===== config.mk =====
export PLATFORM = sky130hd
export DESIGN_NAME = rv32i_decode_stage
export DESIGN_NICKNAME = d
export VERILOG_FILES = /design/src/rtl/rv32i_decode_stage.sv
export SDC_FILE = /design/constraint.sdc
export NUM_CORES = 1
export LEC_CHECK = 0
export ABC_AREA = 1
export BUFFER_PORTS_ARGS = -buffer_cell sky130_fd_sc_hd__clkbuf_2
export CAP_MARGIN = 30
export CORE_MARGIN = 1.5
export CORE_UTILIZATION = 53
export DETAILED_ROUTE_END_ITERATION = 16
export GPL_ROUTABILITY_DRIVEN = 0
export GPL_TIMING_DRIVEN = 0
export PLACE_DENSITY = 0.86
export SKIP_CTS_REPAIR_TIMING = 1
export SYNTH_ARGS = -nofsm -noshare
export SYNTH_HDL_FRONTEND = slang
export SYNTH_SLANG_ARGS = --single-unit

===== constraint.sdc =====
create_clock -name i_clk -period 2.6 [get_ports i_clk]
set_input_delay 0.52 -clock i_clk [delete_from_list [all_inputs] [get_ports i_clk]]
set_output_delay 0.52 -clock i_clk [all_outputs]
set_load 0.05 [all_outputs]

===== src/rtl/rv32i_decode_stage.sv =====
// -----------------------------------------------------------------------------
// rv32i_decode_stage
//
// Registered RV32I decode stage sitting between fetch and execute. One
// instruction (plus its PC) is accepted per valid/ready handshake, decoded
// combinationally and captured into an output register one cycle later.
// The output register holds under downstream backpressure and can be
// discarded with i_flush.
//
// Ports:
//   i_clk          clock, all state on the rising edge
//   i_rst_n        synchronous active-low reset
//   i_flush        drop the held result and ignore this cycle's input
//   i_valid        upstream instruction valid
//   o_ready        stage can accept this cycle (!o_valid || i_ready)
//   i_instruction  raw 32-bit instruction word
//   i_pc           PC of i_instruction (passed through unchanged)
//   o_valid        decoded result valid
//   i_ready        downstream accepts the result
//   o_pc           registered PC
//   o_opcode/o_rd/o_funct3/o_rs1/o_rs2/o_funct7
//                  raw instruction bit slices, legal or not
//   o_immediate    sign-extended immediate (0 for R-type and illegal)
//   o_format       0=R 1=I 2=S 3=B 4=U 5=J 7=invalid
//   o_rs1_used     rs1 is read
//   o_rs2_used     rs2 is read
//   o_rd_we        rd is written and rd != 0
//   o_illegal      instruction outside the RV32I base set
// -----------------------------------------------------------------------------
module rv32i_decode_stage #(
  parameter int XLEN     = 32,  // must be >= 32
  parameter int PC_WIDTH = 32
) (
  input  logic                i_clk,
  input  logic                i_rst_n,
  input  logic                i_flush,
  input  logic                i_valid,
  output logic                o_ready,
  input  logic [31:0]         i_instruction,
  input  logic [PC_WIDTH-1:0] i_pc,
  output logic                o_valid,
  input  logic                i_ready,
  output logic [PC_WIDTH-1:0] o_pc,
  output logic [6:0]          o_opcode,
  output logic [4:0]          o_rd,
  output logic [2:0]          o_funct3,
  output logic [4:0]          o_rs1,
  output logic [4:0]          o_rs2,
  output logic [6:0]          o_funct7,
  output logic [XLEN-1:0]     o_immediate,
  output logic [2:0]          o_format,
  output logic                o_rs1_used,
  output logic                o_rs2_used,
  output logic                o_rd_we,
  output logic                o_illegal
);

  // Major opcodes
  localparam logic [6:0] OPC_OP       = 7'b0110011;
  localparam logic [6:0] OPC_OP_IMM   = 7'b0010011;
  localparam logic [6:0] OPC_LOAD     = 7'b0000011;
  localparam logic [6:0] OPC_JALR     = 7'b1100111;
  localparam logic [6:0] OPC_SYSTEM   = 7'b1110011;
  localparam logic [6:0] OPC_MISC_MEM = 7'b0001111;
  localparam logic [6:0] OPC_STORE    = 7'b0100011;
  localparam logic [6:0] OPC_BRANCH   = 7'b1100011;
  localparam logic [6:0] OPC_LUI      = 7'b0110111;
  localparam logic [6:0] OPC_AUIPC    = 7'b0010111;
  localparam logic [6:0] OPC_JAL      = 7'b1101111;

  // Format codes
  localparam logic [2:0] FMT_R   = 3'd0;
  localparam logic [2:0] FMT_I   = 3'd1;
  localparam logic [2:0] FMT_S   = 3'd2;
  localparam logic [2:0] FMT_B   = 3'd3;
  localparam logic [2:0] FMT_U   = 3'd4;
  localparam logic [2:0] FMT_J   = 3'd5;
  localparam logic [2:0] FMT_INV = 3'd7;

  localparam logic [6:0] F7_ZERO = 7'b0000000;
  localparam logic [6:0] F7_ALT  = 7'b0100000;

  // ---------------------------------------------------------------------------
  // Raw field slices
  // ---------------------------------------------------------------------------
  logic [6:0] opcode;
  logic [4:0] rd;
  logic [2:0] funct3;
  logic [4:0] rs1;
  logic [4:0] rs2;
  logic [6:0] funct7;

  assign opcode = i_instruction[6:0];
  assign rd     = i_instruction[11:7];
  assign funct3 = i_instruction[14:12];
  assign rs1    = i_instruction[19:15];
  assign rs2    = i_instruction[24:20];
  assign funct7 = i_instruction[31:25];

  // ---------------------------------------------------------------------------
  // Format classification and legality
  // ---------------------------------------------------------------------------
  logic [2:0] raw_fmt;       // format implied by opcode alone
  logic       raw_illegal;
  logic       is_shift_imm;  // SLLI/SRLI/SRAI: immediate is the shamt
  logic       is_no_rs1_rd;  // SYSTEM / MISC-MEM: I-format but no rs1/rd use

  always_comb begin
    raw_fmt      = FMT_INV;
    raw_illegal  = 1'b0;
    is_shift_imm = 1'b0;
    is_no_rs1_rd = 1'b0;

    if (i_instruction[1:0] != 2'b11) begin
      raw_illegal = 1'b1;
    end else begin
      case (opcode)
        OPC_OP: begin
          raw_fmt = FMT_R;
          if (funct7 == F7_ALT) begin
            // Only SUB (000) and SRA (101) have the alternate funct7
            if (funct3 != 3'b000 && funct3 != 3'b101) raw_illegal = 1'b1;
          end else if (funct7 != F7_ZERO) begin
            raw_illegal = 1'b1;
          end
        end

        OPC_OP_IMM: begin
          raw_fmt = FMT_I;
          if (funct3 == 3'b001) begin
            is_shift_imm = 1'b1;
            if (funct7 != F7_ZERO) raw_illegal = 1'b1;
          end else if (funct3 == 3'b101) begin
            is_shift_imm = 1'b1;
            if (funct7 != F7_ZERO && funct7 != F7_ALT) raw_illegal = 1'b1;
          end
        end

        OPC_LOAD: begin
          raw_fmt = FMT_I;
          if (funct3 == 3'b011 || funct3 == 3'b110 || funct3 == 3'b111)
            raw_illegal = 1'b1;
        end

        OPC_JALR: begin
          raw_fmt = FMT_I;
          if (funct3 != 3'b000) raw_illegal = 1'b1;
        end

        OPC_SYSTEM, OPC_MISC_MEM: begin
          raw_fmt      = FMT_I;
          is_no_rs1_rd = 1'b1;
        end

        OPC_STORE: begin
          raw_fmt = FMT_S;
          if (funct3 > 3'b010) raw_illegal = 1'b1;
        end

        OPC_BRANCH: begin
          raw_fmt = FMT_B;
          if (funct3 == 3'b010 || funct3 == 3'b011) raw_illegal = 1'b1;
        end

        OPC_LUI, OPC_AUIPC: raw_fmt = FMT_U;

        OPC_JAL: raw_fmt = FMT_J;

        default: raw_illegal = 1'b1;
      endcase
    end
  end

  // An illegal instruction collapses to the invalid format so the immediate
  // and use-flag logic below only has to look at one signal.
  logic [2:0] dec_fmt;
  assign dec_fmt = raw_illegal ? FMT_INV : raw_fmt;

  // ---------------------------------------------------------------------------
  // Immediate generation (32-bit, then sign-extended to XLEN)
  // ---------------------------------------------------------------------------
  logic [31:0]     imm32;
  logic [XLEN-1:0] dec_imm;

  always_comb begin
    imm32 = 32'd0;
    case (dec_fmt)
      FMT_I: begin
        if (is_shift_imm)
          imm32 = {27'd0, i_instruction[24:20]};
        else
          imm32 = {{20{i_instruction[31]}}, i_instruction[31:20]};
      end
      FMT_S: imm32 = {{20{i_instruction[31]}}, i_instruction[31:25],
                      i_instruction[11:7]};
      FMT_B: imm32 = {{19{i_instruction[31]}}, i_instruction[31],
                      i_instruction[7], i_instruction[30:25],
                      i_instruction[11:8], 1'b0};
      FMT_U: imm32 = {i_instruction[31:12], 12'd0};
      FMT_J: imm32 = {{11{i_instruction[31]}}, i_instruction[31],
                      i_instruction[19:12], i_instruction[20],
                      i_instruction[30:21], 1'b0};
      default: imm32 = 32'd0;
    endcase
  end

  // Replicating bit 31 (XLEN-31) times keeps the replication count >= 1
  // even when XLEN == 32. Shamt immediates have bit 31 clear, so they
  // come out zero-extended.
  assign dec_imm = {{(XLEN-31){imm32[31]}}, imm32[30:0]};

  // ---------------------------------------------------------------------------
  // Operand-use flags
  // ---------------------------------------------------------------------------
  logic dec_rs1_used;
  logic dec_rs2_used;
  logic dec_rd_we;

  always_comb begin
    dec_rs1_used = 1'b0;
    dec_rs2_used = 1'b0;
    dec_rd_we    = 1'b0;
    case (dec_fmt)
      FMT_R: begin
        dec_rs1_used = 1'b1;
        dec_rs2_used = 1'b1;
        dec_rd_we    = 1'b1;
      end
      FMT_I: begin
        dec_rs1_used = !is_no_rs1_rd;
        dec_rd_we    = !is_no_rs1_rd;
      end
      FMT_S, FMT_B: begin
        dec_rs1_used = 1'b1;
        dec_rs2_used = 1'b1;
      end
      FMT_U, FMT_J: dec_rd_we = 1'b1;
      default: ;
    endcase
    // Writes to x0 are architecturally discarded
    if (rd == 5'd0) dec_rd_we = 1'b0;
  end

  // ---------------------------------------------------------------------------
  // Handshake and output register
  // ---------------------------------------------------------------------------
  logic                valid_q;
  logic [PC_WIDTH-1:0] pc_q;
  logic [6:0]          opcode_q;
  logic [4:0]          rd_q;
  logic [2:0]          funct3_q;
  logic [4:0]          rs1_q;
  logic [4:0]          rs2_q;
  logic [6:0]          funct7_q;
  logic [XLEN-1:0]     imm_q;
  logic [2:0]          format_q;
  logic                rs1_used_q;
  logic                rs2_used_q;
  logic                rd_we_q;
  logic                illegal_q;

  logic ready;
  logic load;
  logic valid_d;

  assign ready = !valid_q || i_ready;
  assign load  = i_valid && ready && !i_flush;

  always_comb begin
    valid_d = valid_q;
    if (i_flush)
      valid_d = 1'b0;
    else if (load)
      valid_d = 1'b1;
    else if (valid_q && i_ready)
      valid_d = 1'b0;
  end

  always_ff @(posedge i_clk) begin
    if (!i_rst_n) begin
      valid_q    <= 1'b0;
      pc_q       <= '0;
      opcode_q   <= '0;
      rd_q       <= '0;
      funct3_q   <= '0;
      rs1_q      <= '0;
      rs2_q      <= '0;
      funct7_q   <= '0;
      imm_q      <= '0;
      format_q   <= '0;
      rs1_used_q <= 1'b0;
      rs2_used_q <= 1'b0;
      rd_we_q    <= 1'b0;
      illegal_q  <= 1'b0;
    end else begin
      valid_q <= valid_d;
      // Data fields only move on a load; on flush or drain they keep their
      // stale contents, which downstream ignores because o_valid is low.
      if (load) begin
        pc_q       <= i_pc;
        opcode_q   <= opcode;
        rd_q       <= rd;
        funct3_q   <= funct3;
        rs1_q      <= rs1;
        rs2_q      <= rs2;
        funct7_q   <= funct7;
        imm_q      <= dec_imm;
        format_q   <= dec_fmt;
        rs1_used_q <= dec_rs1_used;
        rs2_used_q <= dec_rs2_used;
        rd_we_q    <= dec_rd_we;
        illegal_q  <= raw_illegal;
      end
    end
  end

  assign o_ready     = ready;
  assign o_valid     = valid_q;
  assign o_pc        = pc_q;
  assign o_opcode    = opcode_q;
  assign o_rd        = rd_q;
  assign o_funct3    = funct3_q;
  assign o_rs1       = rs1_q;
  assign o_rs2       = rs2_q;
  assign o_funct7    = funct7_q;
  assign o_immediate = imm_q;
  assign o_format    = format_q;
  assign o_rs1_used  = rs1_used_q;
  assign o_rs2_used  = rs2_used_q;
  assign o_rd_we     = rd_we_q;
  assign o_illegal   = illegal_q;

endmodule

* Yosys cells after proc, flatten, opt, wreduce, memory -nomap -nowiden
Cells that the tools add are included.
Storage, ports and cells: word-level logic and storage cells 95, input port bits 69, output and inout bits 105, flip-flop bits (word level) 104
Operators by class: bitwise gates (word level) 1, $lt $le $gt $ge 1, multiplexer cells 29, equality and inequality tests 26, reduce and logical (&&, ||, !) cells 24
Operators by type and width (count):
- $pmux W32 S5 | 1
- $mux W32 | 1
- $eq A7 B6 Y1 const B | 4
- $eq A7 B7 Y1 const B | 4
- $mux W1 | 21
- $pmux W3 S6 | 1
- $eq A3 B3 Y1 const B | 5
- $eq A7 B5 Y1 const B | 2
- $eq A3 B2 Y1 const B | 4
- $reduce_or A5 Y1 | 2
- $eq A7 B2 Y1 const B | 1
- $eq A7 B4 Y1 const B | 1
- $ne A7 B6 Y1 const B | 1
- $pmux W1 S7 | 1
- $reduce_bool A7 Y1 | 1
- $eq A3 B1 Y1 const B | 2
- $mux W3 | 2
- $reduce_or A2 Y1 | 3
- $reduce_or A3 Y1 | 2
- $logic_and A1 B1 Y1 | 5
- $logic_not A5 Y1 | 1
- $logic_or A1 B1 Y1 | 4
- $pmux W1 S2 | 2
- $gt A3 B2 Y1 const B | 1
- 7 further kinds | 9

* Depth between registers and ports, before layout
word-level depth 12, depth in mapped cells 16, depth with buffers taken out 16

* Least setup slack after synthesis
OpenSTA, ideal clock, no wires.
kind in2reg, start input port i_instruction[1], end register imm_q[21], in the netlist o_immediate[21], path slack 0.645 ns, arrival time 1.884 ns, stages 14, buffers on the path 1, setup time 0.071 ns, required time 2.529 ns, cells stage by stage nand2_2 > inv_1 > nand2_2 > nor2_4 > nand2_1 > nand3_1 > nor2_1 > nand2_2 > nor3_2 > nand3b_2 > buf_6 > nand3_2 > nand2_1 > a21oi_2
On the way: cells in the longest elaborated chain, start to end 7, elaborated cells between the ends (all ways) 29, classes of those cells eq/ne (17); mux (9); reduce/logical (3)
Ends and longest elaborated chain:
- from (decl) | RTL line 39 | input logic [31:0] i_instruction,
- $eq A7 B7 Y1, or another cell as far along | RTL line 117 | case (opcode)
- $reduce_or A5 Y1 (no source line) / $reduce_or A2 Y1 (equally long branches)
- $pmux W1 S7 / $pmux W3 S6 (equally long branches) | RTL line 117
- $mux W1 / $mux W3 (equally long branches) | RTL line 114 | if (i_instruction[1:0] != 2'b11) begin
- $mux W3 | RTL line 177 | assign dec_fmt = raw_illegal ? FMT_INV : raw_fmt;
- $eq A3 B3 Y1, or another cell as far along | RTL line 187 | case (dec_fmt)
- $pmux W32 S5 * | RTL line 187
- to (signal assigned) | RTL line 307 | imm_q <= dec_imm;
- to (decl) | RTL line 255 | logic [XLEN-1:0] imm_q;
Mark *: on every way between the ends. The rest lies on a longest branch, timed or not. A chain may end at the register's enable or synchronous reset.

* Final worst setup path
start register valid_q, in the netlist o_valid, end register format_q[0], in the netlist o_format[0]
On the way: cells in the longest elaborated chain, start to end 4
Ends and longest elaborated chain:
- from (decl) | RTL line 247 | logic valid_q;
- from (signal assigned) | RTL line 296 | valid_q <= valid_d;
- $logic_not A1 Y1 | RTL line 266 | assign ready = !valid_q || i_ready;
- $logic_or A1 B1 Y1 | RTL line 266
- $logic_and A1 B1 Y1 (2 in a row) | RTL line 267 | assign load = i_valid && ready && !i_flush;
- to (signal assigned) | RTL line 308 | format_q <= dec_fmt;
- to (decl) | RTL line 256 | logic [2:0] format_q;
No other way between the ends.

==> key figures <==
CTS
  – Skew-Pair Late Insertion Delay: 370 ps
  – Clock Sinks: 104
  – CTS Buf Count: 9
  – CTS tree: built
  – H-tree Lvls: 3
  – CTS clk-pin slew, worst paths: 100 ps
  – Clk buf depth: 2
  – Root Buffer: clkbuf_8

Floorplanning
  – Die W: 96.4 um
  – Die ar.: between 9000 and 10000 um^2
  – Top Ports: roughly 170
  – Starting density of the core: a little under three fifths
  – Cell row count: 33
  – Core area: 8340 um^2
  – Die Ht: 96.4 um

Power and ir drop
  – Tot Pwr: about 0.0034 W
  – Leakage: slightly below 3 nW
  – Pwr dens: 585 nW/um^2
  – Peak supply drop: 0.333 mV

Timing
  – Hold Worst Slack: 330 ps
  – Final Hold Fails: 0
  – Slew HR: a little under two fifths
  – Final setup TNS: 0 ps
  – Clock Skew: 4.99 ps
  – FMAX: 0.412 GHz
  – Pins over their slew limit: 0
  – Fin crit period: 2430 ps
  – Final setup fails: 0
  – Slew @ Worst Pin: 917 ps
  – RSZ-0062 raised after global routing: false
  – Period Utilization, post-route: 93.4%

Setup path
  – Critical path launch point type: flop
  – WS Path Type: flop to flop
  – Critical Path RT: 2870 ps
  – Critical-path cell list: inv_1 -> nor2_1 -> nor3_1 -> inv_1 -> clkbuf_1 -> clkbuf_1 -> o21ai_0 -> inv_1
  – Crit-path most repeated cell: inv_1
  – Worst setup EP type: flop
  – Worst Path Arrival: ~2700 ps
  – Max Fanout on Critical Path: 10
  – CP startpoint: o_valid
  – Worst path max stage delay: 700 ps
  – Launching point of the worst reg2reg path: o_valid
  – Slowest CP cell: nor3_1

Yosys
  – #FFs+latches synth: ~100
  – Synth Area per Inst: 7.26 um^2
  – Ranking of synthesized cells by area: dfxtp_1, nor2_1, nand2_1
  – Post-Syn Area: 4620 um^2
  – Seq/Total Area, Yosys: 45.0%
  – Post-synth top area share: 45.0%
  – Net Count, Synth: roughly 700
  – Yosys warnings: 0
  – Synth Instances: between 600 and 700
  – Yosys cell types: 27
  – Largest area contributor in the netlist: dfxtp_1

Finish
  – Area grow syn2layout: 26.1%
  – Nets: 890
  – Ratio of cells with drive above 1 in the final layout: 30.1%
  – Fin area: 5830 um^2
  – Antenna diodes: 0
  – Final Util: between 60% and 70%

Drt
  – Vias: 4840
  – Drt drc: 0
  – Pre-antenna DRT Iters: 5
  – Antenna viol nets, final: 0
  – Vias per cell: 5.20
  – Starting DRT DRC Count: 272
  – Routed WL: 13300 um
  – Post-DR wirelength/cell: 14.3 um

Run status
  – Status: complete, no violations

Placement
  – DPL Wire Length: 10300 um
  – Port bufs: about 170
  – Area of placed instances: roughly 5600 um^2

GRT
  – Initial antenna violation count: 0
  – First-pass GRT wire length: 21000 um
  – Total GRT Usage: 29.2%
  – Largest net degree at the start of global routing: 17
  – Remaining Overflow, GRT: 0
  – Vias in the first global route: 4600

Flow run
  – Max-cap violations: 0

Worst hold path
  – HP Start: i_flush
  – Worst hold-check path type: primary input to flop
layout by cell type, fill, tap and decap left out, types with 2 or more instances in the layout:
| cell | n |
|---|---|
| o21ai_0 | 72 |
| nor2_2 | 4 |
| nor2_1 | 120 |
| buf_6 | 3 |
| nor3_4 | 2 |
| nor3_1 | 3 |
| clkbuf_1 | 28 |
| nor2_4 | 2 |
| nand2_4 | 2 |
| a21oi_2 | 15 |
| dfxtp_1 | 104 |
| nand3_2 | 12 |
| clkbuf_8 | 13 |
| clkbuf_2 | 173 |
| buf_2 | 2 |
| nand3_1 | 24 |
| inv_2 | 5 |
| nand4_1 | 3 |
| o211ai_1 | 3 |
| nand2_1 | 119 |
| a21oi_1 | 45 |
| bufinv_16 | 2 |
| inv_1 | 54 |
| nand2_2 | 7 |
kinds of logic (layout without fill, tap and decap cells):
kind of cell | count (synthesis) | count (layout) | synth area share (%)
buffers and inverters | 95 | 283 | 9.12
DFF | 104 | 104 | 45.0
AOI/OAI and AO/OA | 137 | 137 | 16.7
and+or+nand+nor | 301 | 301 | 29.1
final timing paths:
| path | end | slack [ps] | cells past startpoint |
|---|---|---|---|
| worst max register to register | o_format[0] | 170 | 8 |
| worst max-delay path | o_format[0] | 170 | 8 |
| worst min register to register | o_rs2[0] | 470 | 2 |
| worst min-delay path | o_valid | 330 | 2 |
state kept, by name, indices dropped and copies added (netlist names), 5 cells and up:
name,count
o_rs2,5
o_immediate,32
o_opcode,7
o_pc,32
o_rs1,5
o_funct7,7
o_rd,5
critical path, delay by kind of cell (launching register included):
kind            cells  cell delay [ps]
simple gates        2              740
compound gates      1              250
flops               1              320
buf+inv             5             1020
per-stage QoR:
stage                     cells  setup slack, ps
after CTS                   930              165
final                       930              172
after global placement      915            -25.7
after floorplan             637              645
after detailed placement    915            -79.3
after global routing        930             66.1
synth_stat cells:
cell / number
nor2_1: 120
nand2_1: 119
dfxtp_1: 104
o21ai_0: 72
inv_1: 54
a21oi_1: 45
clkbuf_1: 27
nand3_1: 24
a21oi_2: 15
nand3_2: 12
nand2_2: 7
inv_2: 5
clkbuf_8: 4
nor2_2: 4
buf_6: 3
nand4_1: 3
nor3_1: 3
o211ai_1: 3
buf_2: 2
nand2_4: 2
nor2_4: 2
nor3_4: 2
a211oi_1: 1
nand3b_1: 1
nand3b_2: 1
nor3_2: 1
o2111ai_4: 1
report_power, final:
part	internal [W]	switching [W]
clock network	0.000540	0.000541
logic	0.000152	0.000480
registers	0.00166	0.0000368
cell type report:
| type | instances | area [um^2] |
|---|---|---|
| well taps | 105 | 131 |
| inverters | 59 | 221 |
| multi-input cells | 438 | 2120 |
| plain buffers | 36 | 200 |
| fillers | 731 | 2510 |
| repair buffers | 173 | 866 |
| flip-flops and latches | 104 | 2080 |
| clock inverters | 5 | 81.3 |
| clock buffers | 10 | 128 |
routing by layer:
layer	vias up	track usage, %	part of all wire (%)
li1	2395	-	-
met1	2189	35.2	41
met2	218	50.4	48
met3	38	6.57	8.9
met4	0	11.7	2.8
met5	-	0	0
(Power assumes the default switching activity.)
